===== src/rtl/vsynth_pkg.sv =====
// Shared constants and types for the wavetable voice allocator.
package vsynth_pkg;

    localparam int NOTE_W_DEF   = 7;
    localparam int RANK_W_MAX   = 4;

    // Values for the STEAL_MODE parameter of midi_voice_alloc.
    localparam int STEAL_OLDEST = 1;
    localparam int STEAL_NONE   = 0;

    // Full state of one voice, at the default field widths.
    typedef struct packed {
        logic                  gate;
        logic                  held;
        logic [NOTE_W_DEF-1:0] note;
        logic [NOTE_W_DEF-1:0] vel;
        logic [RANK_W_MAX-1:0] rank;
    } voice_state_t;

endpackage


===== src/rtl/midi_voice_alloc_voice_pick.sv =====
// Combinational target selection for a note-on: retrigger, oldest free voice, or steal.
module voice_pick #(
    parameter int NUM_VOICES = 4,
    parameter int NOTE_W     = 7,
    parameter int RANK_W     = 2
) (
    input  logic [NUM_VOICES-1:0]        gate,
    input  logic [NUM_VOICES*NOTE_W-1:0] note,
    input  logic [NUM_VOICES*RANK_W-1:0] rank,
    input  logic [NOTE_W-1:0]            note_num,
    input  logic                         steal_mode,
    output logic [RANK_W-1:0]            target,
    output logic                         valid,
    output logic                         retrig
);

    logic              hit;
    logic [RANK_W-1:0] hit_idx;
    logic              free_found;
    logic [RANK_W-1:0] free_idx;
    logic [RANK_W-1:0] free_rank;
    logic [RANK_W-1:0] old_idx;

    // Scan all voices once for a matching gated note, the oldest free voice and the oldest voice overall.
    always_comb begin
        hit        = 1'b0;
        hit_idx    = '0;
        free_found = 1'b0;
        free_idx   = '0;
        free_rank  = '0;
        old_idx    = '0;
        for (int unsigned i = 0; i < NUM_VOICES; i++) begin
            if (!hit && gate[i] && note[i*NOTE_W +: NOTE_W] == note_num) begin
                hit     = 1'b1;
                hit_idx = RANK_W'(i);
            end
            if (!gate[i] && (!free_found || rank[i*RANK_W +: RANK_W] > free_rank)) begin
                free_found = 1'b1;
                free_idx   = RANK_W'(i);
                free_rank  = rank[i*RANK_W +: RANK_W];
            end
            if (rank[i*RANK_W +: RANK_W] == RANK_W'(NUM_VOICES - 1)) begin
                old_idx = RANK_W'(i);
            end
        end
    end

    // Priority: retrigger, then free voice, then steal when enabled.
    always_comb begin
        target = '0;
        valid  = 1'b0;
        retrig = 1'b0;
        if (hit) begin
            target = hit_idx;
            valid  = 1'b1;
            retrig = 1'b1;
        end else if (free_found) begin
            target = free_idx;
            valid  = 1'b1;
        end else if (steal_mode) begin
            target = old_idx;
            valid  = 1'b1;
        end
    end

endmodule


===== src/rtl/midi_voice_alloc.sv =====
// Polyphonic voice allocator: maps note events onto NUM_VOICES voices with LRU stealing.
module midi_voice_alloc
    import vsynth_pkg::*;
#(
    parameter int NUM_VOICES = 4,
    parameter int NOTE_W     = NOTE_W_DEF,
    parameter int STEAL_MODE = STEAL_OLDEST
) (
    input  logic                         clk,
    input  logic                         rst,
    input  logic                         note_on,
    input  logic                         note_off,
    input  logic [NOTE_W-1:0]            note_num,
    input  logic [NOTE_W-1:0]            note_vel,
    input  logic                         sustain,
    input  logic                         all_off,
    output logic [NUM_VOICES-1:0]        voice_gate,
    output logic [NUM_VOICES*NOTE_W-1:0] voice_note,
    output logic [NUM_VOICES*NOTE_W-1:0] voice_vel,
    output logic [NUM_VOICES-1:0]        voice_trig,
    output logic                         drop,
    output logic [4:0]                   active_cnt
);

    localparam int RANK_W = $clog2(NUM_VOICES);

    logic [NUM_VOICES-1:0] gate_q, gate_d;
    logic [NUM_VOICES-1:0] held_q, held_d;
    logic [NUM_VOICES-1:0] trig_q, trig_d;
    logic [NOTE_W-1:0]     note_q [NUM_VOICES];
    logic [NOTE_W-1:0]     note_d [NUM_VOICES];
    logic [NOTE_W-1:0]     vel_q  [NUM_VOICES];
    logic [NOTE_W-1:0]     vel_d  [NUM_VOICES];
    logic [RANK_W-1:0]     rank_q [NUM_VOICES];
    logic [RANK_W-1:0]     rank_d [NUM_VOICES];
    logic                  sus_q;
    logic                  drop_q, drop_d;
    logic [4:0]            cnt_q, cnt_d;

    logic [NUM_VOICES*NOTE_W-1:0] note_flat;
    logic [NUM_VOICES*NOTE_W-1:0] vel_flat;
    logic [NUM_VOICES*RANK_W-1:0] rank_flat;

    logic              do_off;
    logic              do_on;
    logic              sus_fall;
    logic [RANK_W-1:0] pick_target;
    logic              pick_valid;
    logic              pick_retrig;

    // Flatten per-voice registers for the picker and the output buses.
    always_comb begin
        note_flat = '0;
        vel_flat  = '0;
        rank_flat = '0;
        for (int unsigned i = 0; i < NUM_VOICES; i++) begin
            note_flat[i*NOTE_W +: NOTE_W] = note_q[i];
            vel_flat[i*NOTE_W +: NOTE_W]  = vel_q[i];
            rank_flat[i*RANK_W +: RANK_W] = rank_q[i];
        end
    end

    voice_pick #(
        .NUM_VOICES (NUM_VOICES),
        .NOTE_W     (NOTE_W),
        .RANK_W     (RANK_W)
    ) u_pick (
        .gate       (gate_q),
        .note       (note_flat),
        .rank       (rank_flat),
        .note_num   (note_num),
        .steal_mode (STEAL_MODE == STEAL_OLDEST),
        .target     (pick_target),
        .valid      (pick_valid),
        .retrig     (pick_retrig)
    );

    // Event decode: all_off beats note_off beats note_on; zero velocity note_on acts as note_off.
    always_comb begin
        do_off   = !all_off && (note_off || (note_on && note_vel == '0));
        do_on    = !all_off && !note_off && note_on && note_vel != '0;
        sus_fall = sus_q && !sustain;
    end

    // Next-state voice table: sustain release first, then the single chosen event.
    always_comb begin
        gate_d = gate_q;
        held_d = held_q;
        trig_d = '0;
        drop_d = 1'b0;
        note_d = note_q;
        vel_d  = vel_q;
        rank_d = rank_q;
        if (sus_fall) begin
            gate_d = gate_q & ~held_q;
            held_d = '0;
        end
        if (all_off) begin
            gate_d = '0;
            held_d = '0;
        end else if (do_off) begin
            // Matching uses registered gates, so a voice released by the pedal this cycle still matches.
            for (int unsigned i = 0; i < NUM_VOICES; i++) begin
                if (gate_q[i] && note_q[i] == note_num) begin
                    if (sustain) begin
                        held_d[i] = 1'b1;
                    end else begin
                        gate_d[i] = 1'b0;
                    end
                end
            end
        end else if (do_on) begin
            if (pick_valid) begin
                gate_d[pick_target] = 1'b1;
                held_d[pick_target] = 1'b0;
                trig_d[pick_target] = 1'b1;
                vel_d[pick_target]  = note_vel;
                if (!pick_retrig) begin
                    note_d[pick_target] = note_num;
                end
                for (int unsigned i = 0; i < NUM_VOICES; i++) begin
                    if (rank_q[i] < rank_q[pick_target]) begin
                        rank_d[i] = rank_q[i] + RANK_W'(1);
                    end
                end
                rank_d[pick_target] = '0;
            end else begin
                drop_d = 1'b1;
            end
        end
    end

    // Popcount of the next-state gates for the display.
    always_comb begin
        cnt_d = '0;
        for (int unsigned i = 0; i < NUM_VOICES; i++) begin
            cnt_d = cnt_d + 5'(gate_d[i]);
        end
    end

    // State and output registers; reset restores ranks to the voice index.
    always_ff @(posedge clk) begin
        if (rst) begin
            gate_q <= '0;
            held_q <= '0;
            trig_q <= '0;
            drop_q <= 1'b0;
            cnt_q  <= '0;
            sus_q  <= 1'b0;
            for (int unsigned i = 0; i < NUM_VOICES; i++) begin
                note_q[i] <= '0;
                vel_q[i]  <= '0;
                rank_q[i] <= RANK_W'(i);
            end
        end else begin
            gate_q <= gate_d;
            held_q <= held_d;
            trig_q <= trig_d;
            drop_q <= drop_d;
            cnt_q  <= cnt_d;
            sus_q  <= sustain;
            note_q <= note_d;
            vel_q  <= vel_d;
            rank_q <= rank_d;
        end
    end

    assign voice_gate = gate_q;
    assign voice_note = note_flat;
    assign voice_vel  = vel_flat;
    assign voice_trig = trig_q;
    assign drop       = drop_q;
    assign active_cnt = cnt_q;

endmodule


===== config.mk =====
export PLATFORM = sky130hd
export DESIGN_NAME = midi_voice_alloc
export DESIGN_NICKNAME = d
export VERILOG_FILES = /design/src/rtl/vsynth_pkg.sv /design/src/rtl/midi_voice_alloc_voice_pick.sv /design/src/rtl/midi_voice_alloc.sv
export SDC_FILE = /design/constraint.sdc
export NUM_CORES = 1
export LEC_CHECK = 0
export BUFFER_PORTS_ARGS = -buffer_cell sky130_fd_sc_hd__buf_4
export CAP_MARGIN = 10
export CORE_MARGIN = 4
export CORE_UTILIZATION = 50
export CTS_CLUSTER_DIAMETER = 40
export DETAILED_ROUTE_END_ITERATION = 8
export PLACE_DENSITY = 0.76
export SYNTH_ARGS = -nofsm -noshare
export SYNTH_HDL_FRONTEND = slang
export SYNTH_SLANG_ARGS = --single-unit

===== constraint.sdc =====
create_clock -name clk -period 7.95 [get_ports clk]
set_clock_uncertainty 0.2 [all_clocks]
set_input_delay 1.1925 -clock clk [delete_from_list [all_inputs] [get_ports clk]]
set_output_delay 1.1925 -clock clk [all_outputs]
set_load 0.005 [all_outputs]

==> qor.yml, run 1 <==
io_pins: 90
p_per_area_nw_per_um2: 325
final.setup.tns_ps: 0
critPathLaunch: "voice_gate[0]"
synth_area_um2: 4230
cts_root_buf: "clkbuf_8"
worstPathRequired_ps: 7960
peakVddDrop_mv: 0.139
worstPathArrival_ps: 6910
postSynthCellCount: 449
synth_edf_count: 0
dp_slack_ps: 1100
slew_headroom_pct: 38.7
drtIter0Drc: 199
ctsResizeCount: 0
maxSlewViolCount: 0
vias: 3564
crit_fanout: 11
hold_violations: 0
dr.pass1.iters: 4
grt_start_max_net_pins: 76
setup_ws_ps: 1050
min_from: "voice_vel[11]"
synth_top_flop_cell: "dfxtp_1"
diodes: 0
layout.nets: 559
cts_tree: "done"
clk_pin_slew_ps: 90
dp_hpwl_mm: 7.76
clk_path_buf_depth: 2
setup_viol: 0
synth_top_area_share_pct: 37.8
drive_above_1_share_pct: 25.2
final_antenna_net_count: 0
tightest_slew_ps: 917
syn_to_final_growth_pct: 20.4
antenna_found_initial: 0
synth_top_area_cell: "dfxtp_1"
maxCapViolations: 0
clock.fmax_mhz: 145
path_class: "register to register"
rsz0062_at_grt: "false"
period_needed_ps: 6900
post-cts-setup-buffers: 0
via_per_inst: 5.64
htreeDepth: 3
grt_overflow_total: 0
cts.sink_count: 80
yosys-top-cells-count: "dfxtp_1 (80), nor2_1 (64), mux2i_1 (51), nand2_1 (24), a21oi_1 (18)"
yosysWarnings: 0
num_rows: 33
hold_path.class: "register to register"
start_kind: "register"
coreArea_um2: 8220
grt_pass1_vias: 3492
die_area_um2: 10000
outcome: "finished clean"
grt_pass1_wl_mm: 17.3
synth_seq_cells: 80
die_h_um: 100
ys_async_sr_fraction_pct: 0
yosysMostFrequentCell: "dfxtp_1"
leakage_nw: 2.31
grt_usage_pct: 21.4
globalplace.congestion: 0.893
syn_avg_cell_area_um2: 9.42
drcViolationCount: 0
wl_per_cell_um: 16.9
seq_area_frac_synth_pct: 37.8
drt_wl_total_mm: 10.7
initial_core_util_pct: 51.5
post-route-period-util_pct: 86.8
cts_hold_buf: 0
port_buffers: 86
synth_area_leaders: "dfxtp_1 (38%), mux2i_1 (12%), nor2_1 (5.7%)"
insertion_delay_ps: 350
rr_startpoint: "voice_gate[0]"
cp-end-kind: "register"
ys_types: 70
die_w_um: 100
cts_made_buffers: 9
[worst max-delay path, stage by stage, from the launching register on]
cell and delay (ps):
dfxtp_1 600, nand2b_1 190, ha_1 240, nor2b_1 140, o311ai_2 320, mux2_2 390, ha_1 280, and2_1 170
a221oi_4 360, mux2_2 380, ha_1 290, nor2b_1 140, o21a_1 160, or3_1 440, o31a_2 350, a21oi_1 460
nand2_2 280, a21o_1 250, fa_1 510, inv_1 40, ha_1 170, ha_1 260, nor2b_1 130
[sequential cells by signal (all words and copies together) (netlist names)]
signal / count
held_q: 4
active_cnt: 3
rank_flat: 8
voice_vel: 28
sus_q: 1
voice_trig: 4
voice_gate: 4
voice_note: 28
[final timing paths]
check	endpoint	slack, ps	cells after the start
min reg2reg	voice_vel[11]	260	2
max reg2reg	active_cnt[1]	1050	22
min	voice_vel[11]	260	2
max	active_cnt[1]	1050	22
[where the power goes]
group          internal [mW]  switching [mW]  total, mW  leakage [nW]
clock                  0.177           0.159      0.337         0.106
sequential             0.443          0.0444      0.488         0.647
combinational          0.348           0.486      0.834          1.56
[cell families (layout without fill, tap and decap cells)]
family | after synthesis | in the layout | share of synthesized area (%)
and+or+nand+nor | 156 | 156 | 19.5
AOI/OAI and AO/OA | 74 | 74 | 14.0
xor gates and xnor gates | 29 | 29 | 6.00
other | 1 | 3 | 0.0886
DFF | 80 | 80 | 37.8
adders and majority gates | 16 | 16 | 4.91
buffers and inverters | 39 | 115 | 4.85
muxes | 54 | 54 | 12.9
[through the flow]
| stage | utilization, % | cell area [um2] | hold WS (ps) | total power [mW] | cells |
|---|---|---|---|---|---|
| after detailed placement | 59.4 | 4880 | 252 | 1.32 | 617 |
| after floorplan | - | 4240 | 253 | 1.14 | 451 |
| after CTS | 62.0 | 5090 | 266 | 1.65 | 632 |
| after global placement | 59.4 | 4880 | 244 | 1.30 | 617 |
| after global routing | 62.0 | 5090 | 288 | 1.77 | 632 |
| final | 62.0 | 5090 | 261 | 1.66 | 632 |
[per-layer routing]
layer  wire [um]  vias up  global-route usage, %
met1        4610     1732                   26.8
met4         137        0                   7.05
met2        5250       91                   36.5
met3         685       13                   4.86
li1            -     1728                      -
met5           0        -                      0
[cell usage in the layout (no fill, tap or decap), drive strengths merged, types with 3 or more instances in the layout]
master / n
conb: 3
and2: 3
mux2: 3
nor2b: 11
or3: 4
a21o: 4
mux2i: 51
nor2: 66
nand2: 26
dfxtp: 80
buf: 88
a211oi: 3
clkbuf: 9
o31a: 3
a22oi: 4
nand3: 6
a21boi: 3
o211ai: 3
o21ai: 11
nor4: 7
xnor2: 17
xor2: 12
nand4: 7
nor3: 11
inv: 13
ha: 15
o21a: 4
a21oi: 19
[area by class of cell]
type	instances	area (um2)
clock buffers	9	124
inverters	12	45.0
clock inverters	6	93.8
flip-flops and latches	80	1600
fillers	698	3120
repair buffers	88	661
well taps	105	131
multi-input cells	332	2440
No activity file was read; power rests on OpenSTA's default activity.
==> run 2: changes to the inputs <==
- PLACE_DENSITY: 0.76 -> 0.74
==> run 2 against run 1 <==
First-iteration DRC count decreased by 4.5%. Routed wire length increased by 1.9%. Worst hold slack improved by 5.5 ps. Sequential share of layout area increased by 0.13 points. Clock-buffer cell count increased by 1. Cell count increased by 0.32%. Register-to-register slack improved by 90 ps. Total power decreased by 1.8%. Via count increased by 0.25%. Critical endpoint is now rank_flat[7]. Largest cell class unchanged.
==> qor.yml, run 2 (synthesis results as in run 1) <==
outcome: "finished clean"
start_kind: "register"
die_h_um: 100
pwr-share-seq_pct: 30.0
insertion_delay_ps: 340
path_class: "register to register"
antenna_found_initial: 0
clk_pin_slew_ps: 90
postPlaceCellArea_um2: 4880
hold_path.class: "register to register"
hold-worst-slack_ps: 267
cts.sink_count: 80
layout.nets: 560
hold_violations: 0
final.setup.tns_ps: 0
ctsResizeCount: 0
fin_area_um2: 5070
mostFrequentLayoutCells: "buf_4 (89), dfxtp_1 (80), nor2_1 (64)"
rsz0062_at_grt: "false"
post-route-period-util_pct: 85.7
maxCapViolations: 0
cts_hold_buf: 0
tightest_slew_ps: 834
grt_overflow_total: 0
min_to: "voice_vel[10]"
drt_wl_total_mm: 10.9
r2r_end: "rank_flat[7]"
final_core_util_pct: 61.7
cts_tree: "done"
r2r_cells: 23
cts_root_buf: "clkbuf_8"
grt_start_max_net_pins: 76
min_from: "voice_vel[10]"
post-cts-setup-buffers: 0
p_comb_share_pct: 51.5
p_sw_mw: 0.689
port_buffers: 86
grt_pass1_vias: 3564
diodes: 0
ff2ff_setup_slack_ps: 1140
num_rows: 33
wl_per_cell_um: 17.2
clock.fmax_mhz: 147
period_needed_ps: 6810
die_w_um: 100
clk_path_buf_depth: 2
io_pins: 90
dpl.cell_count: 618
worstPathRequired_ps: 7960
rr_startpoint: "voice_gate[0]"
slew_headroom_pct: 44.4
p_per_area_nw_per_um2: 321
p_int_mw: 0.940
dp_slack_ps: 1190
swShare_pct: 42.3
power_frac_clock_pct: 18.5
drtIter0Drc: 190
drcViolationCount: 0
cts_made_buffers: 9
final_antenna_net_count: 0
vias: 3573
globalplace.congestion: 0.901
final_common_cell: "buf_4"
syn_to_final_growth_pct: 19.9
setup_viol: 0
setup_ws_ps: 1140
leakage_nw: 2.30
drive_above_1_share_pct: 25.1
grt_usage_pct: 22.0
cp-end-kind: "register"
via_per_inst: 5.64
coreArea_um2: 8220
die_area_um2: 10000
dp_hpwl_mm: 7.90
grt_pass1_wl_mm: 17.7
finalPower_mw: 1.63
dr.pass1.iters: 4
holdPathStages: 2
maxSlewViolCount: 0
final_cells: 634
initial_core_util_pct: 51.5
htreeDepth: 3
worstPathArrival_ps: 6820
peakVddDrop_mv: 0.164
crit_fanout: 15
==> run 2: cell count changes in the layout (fill, tap and decap cells not counted), sizes merged <==
cell,before,now
buf,88,89
bufinv,2,1
clkbuf,9,10
clkinv,2,1
clkinvlp,1,2
inv,13,14
==> run 2: worst max-delay path by stage <==
stage | slack [ps] | to | startpoint | cells after the start
2_1_floorplan | 1720 | rank_flat[7] | voice_gate[0] | 25
4_1_cts | 1190 | rank_flat[7] | voice_gate[0] | 23
6_report | 1140 | rank_flat[7] | voice_gate[0] | 23
3_3_place_gp | 1390 | active_cnt[1] | voice_gate[0] | 22
5_1_grt | 690 | rank_flat[1] | voice_gate[0] | 21
3_5_place_dp | 1190 | rank_flat[7] | voice_gate[0] | 23
==> run 2: area by class of cell <==
class	instances	area [um2]
timing repair buffer	89	668
inverter	12	45.0
tap	105	131
sequential	80	1600
clock buffer	10	128
fill	732	3140
multi-input combinational	332	2430
clock inverter	6	67.6
==> run 2: power groups by stage <==
stage	combinational [mW]	sequential, mW	clock, mW
4_1_cts	0.834	0.488	0.312
6_report	0.839	0.489	0.302
3_5_place_dp	0.828	0.497	0
2_1_floorplan	0.652	0.488	0
5_1_grt	0.938	0.495	0.324
3_3_place_gp	0.808	0.496	0
==> run 2: critical path: stages, from the launching register on <==
cell       delay [ps]
dfxtp_1           550
nand2b_1          190
ha_1              240
nor2b_1           140
o311ai_2          310
mux2_2            400
ha_1              290
and2_1            170
a221oi_4          360
mux2_2            380
ha_1              290
nor2b_1           160
o21a_1            170
or3_1             420
o31ai_4           280
nor2_2            210
mux2_2            300
o21ai_0           440
ha_1              390
o21ai_0           230
a21oi_1            70
o2bb2ai_1         160
a211oi_1          240
a32oi_1            80
==> run 2: per-layer routing <==
| layer | wire, um | GRT usage [%] |
|---|---|---|
| met1 | 4700 | 27.0 |
| met5 | 0 | 0 |
| met2 | 5310 | 36.8 |
| met3 | 625 | 6.18 |
| met4 | 248 | 8.39 |
==> run 3: changes to the inputs <==
- CTS_CLUSTER_DIAMETER: 40 -> 150
- SYNTH_HIERARCHICAL: default -> 1
==> run 3 against run 2 <==
Clock-buffer cell count is the same. Worst setup slack lost 530 ps. Area after synthesis grew 4.6%. Register-to-register slack lost 530 ps. Largest cell class unchanged. Largest power group unchanged. Highest routed layer unchanged.
==> qor.yml, run 3 <==
cp-end-kind: "register"
io_pins: 90
postSynthCellCount: 477
worst-path-buf-inv: 0
path_class: "register to register"
vias: 3620
cts_made_buffers: 9
final_antenna_net_count: 0
grt_overflow_total: 0
use_met2_pct: 35.7
layout.nets: 579
seq_area_frac_synth_pct: 36.6
rr_startpoint: "voice_gate[0]"
final_cells: 658
synth_edf_count: 0
use_met3_pct: 3.21
dp_hpwl_mm: 7.97
ys_types: 56
post-cts-setup-buffers: 0
worstPathRequired_ps: 7950
insertion_delay_ps: 350
wl_per_cell_um: 16.5
holdPathStages: 2
num_rows: 34
hold_path.class: "register to register"
via_per_inst: 5.50
crit_fanout: 12
dp_slack_ps: 673
ys_async_sr_fraction_pct: 0
final_core_util_pct: 60.6
cp_slowest_cell: "dfxtp_1"
initial_core_util_pct: 51.0
drcViolationCount: 0
yosysMostFrequentCell: "dfxtp_1"
coreArea_um2: 8680
die_w_um: 102
worstPathArrival_ps: 7340
hold-worst-slack_ps: 291
dpl.cell_count: 643
maxSlewViolCount: 0
post-route-period-util_pct: 92.3
grt_pass1_vias: 3413
setup_ws_ps: 608
postPlaceCellArea_um2: 5060
die_area_um2: 10400
clk_path_buf_depth: 2
tightest_slew_ps: 843
diodes: 0
r2r_end: "active_cnt[1]"
drive_above_1_share_pct: 23.5
synth_area_leaders: "dfxtp_1 (37%), mux2i_1 (12%), xnor2_1 (11%)"
ff2ff_setup_slack_ps: 610
ctsResizeCount: 0
fin_area_um2: 5260
grt_busiest_layer: "met2"
crit_chain: "nand2b_1 > ha_1 > and2b_1 > o311ai_4 > mux2_4 > ha_1 > and2_1 > a221oi_4 > mux2_2 > ha_1 > nor2b_1 > o21ai_1 > a21oi_1 > a211oi_1 > a21boi_1 > nand2_1 > nor2_1 > nor3_2 > a211oi_1 > fa_1 > ha_1 > ha_1 > nor2b_1"
rsz0062_at_grt: "false"
synth_seq_cells: 81
syn_avg_cell_area_um2: 9.28
final.setup.tns_ps: 0
setup_viol: 0
p_per_area_nw_per_um2: 237
grt_usage_pct: 21.0
yosys-top-cells-count: "dfxtp_1 (81), nor2_1 (68), xnor2_1 (58), mux2i_1 (51), nor3_1 (21)"
maxCapViolations: 0
start_kind: "register"
critPathMostFrequentCell: "ha_1"
peakVddDrop_mv: 0.129
grt_start_max_net_pins: 73
globalplace.congestion: 0.809
cts_root_buf: "clkbuf_8"
htreeDepth: 3
drtIter0Drc: 148
mostFrequentLayoutCells: "buf_4 (90), dfxtp_1 (81), nor2_1 (68)"
slowest_delay_ps: 650
clock.fmax_mhz: 136
leakage_nw: 1.96
syn_to_final_growth_pct: 18.7
hold_violations: 0
grt_pass1_wl_mm: 17.4
grtUsageMet1_pct: 27.7
synth_area_um2: 4430
yosysWarnings: 6
min_to: "voice_vel[26]"
min_from: "voice_vel[26]"
clk_pin_slew_ps: 80
crit_cells: 23
cts.sink_count: 81
cts_hold_buf: 0
port_buffers: 87
synth_top_flop_cell: "dfxtp_1"
period_needed_ps: 7340
finalPower_mw: 1.24
slew_headroom_pct: 43.5
synth_top_area_share_pct: 36.6
antenna_found_initial: 0
final_common_cell: "buf_4"
die_h_um: 102
cts_tree: "done"
outcome: "finished clean"
synth_top_area_cell: "dfxtp_1"
dr.pass1.iters: 5
drt_wl_total_mm: 10.9
r2r_cells: 23
critical_path.top_delay_family: "simple AND/OR/NAND/NOR gates"
==> run 3: cell type report <==
type	count	area, um2
Multi-Input combinational cell	352	2580
Clock inverter	5	56.3
Clock buffer	10	138
Timing Repair Buffer	90	676
Sequential cell	81	1620
Fill cell	757	3420
Tap cell	108	135
Inverter	12	45.0
==> run 3: cells by family after synthesis <==
kind of cell / count (synthesis) / share of synthesized area [%]
buffers and inverters: 47 / 5.26
flip-flops: 81 / 36.6
other: 2 / 0.170
adder cells (fa/ha/maj): 13 / 3.84
XOR/XNOR: 58 / 11.5
AND/OR/NAND/NOR: 167 / 19.9
multiplexers: 56 / 13.4
AO/OA/AOI/OAI: 53 / 9.30
==> run 3: power breakdown <==
part / switching [mW] / total [mW] / internal [mW]
sequential: 0.0354 / 0.471 / 0.435
combinational: 0.253 / 0.475 / 0.221
clock: 0.148 / 0.299 / 0.152
==> run 3: metal layers <==
metal	vias up	share of wire (%)
li1	1776	-
met1	1765	45
met2	74	50
met3	5	3.7
met4	0	0.94
met5	-	0
==> run 3: how the worst max path moves through the flow <==
stage | end | slack [ps] | start
global placement | active_cnt[1] | 990 | voice_gate[0]
finish | active_cnt[1] | 610 | voice_gate[0]
detailed placement | active_cnt[1] | 670 | voice_gate[0]
global route | active_cnt[1] | 150 | voice_gate[0]
floorplan | active_cnt[1] | 1640 | voice_gate[0]
CTS | active_cnt[1] | 650 | voice_gate[0]
==> run 3: tightest hold or removal path: cells and delay by family (launching register included) <==
family / cells / cell delay (ps)
DFF: 1 / 320
AOI/OAI and AO/OA: 2 / 130
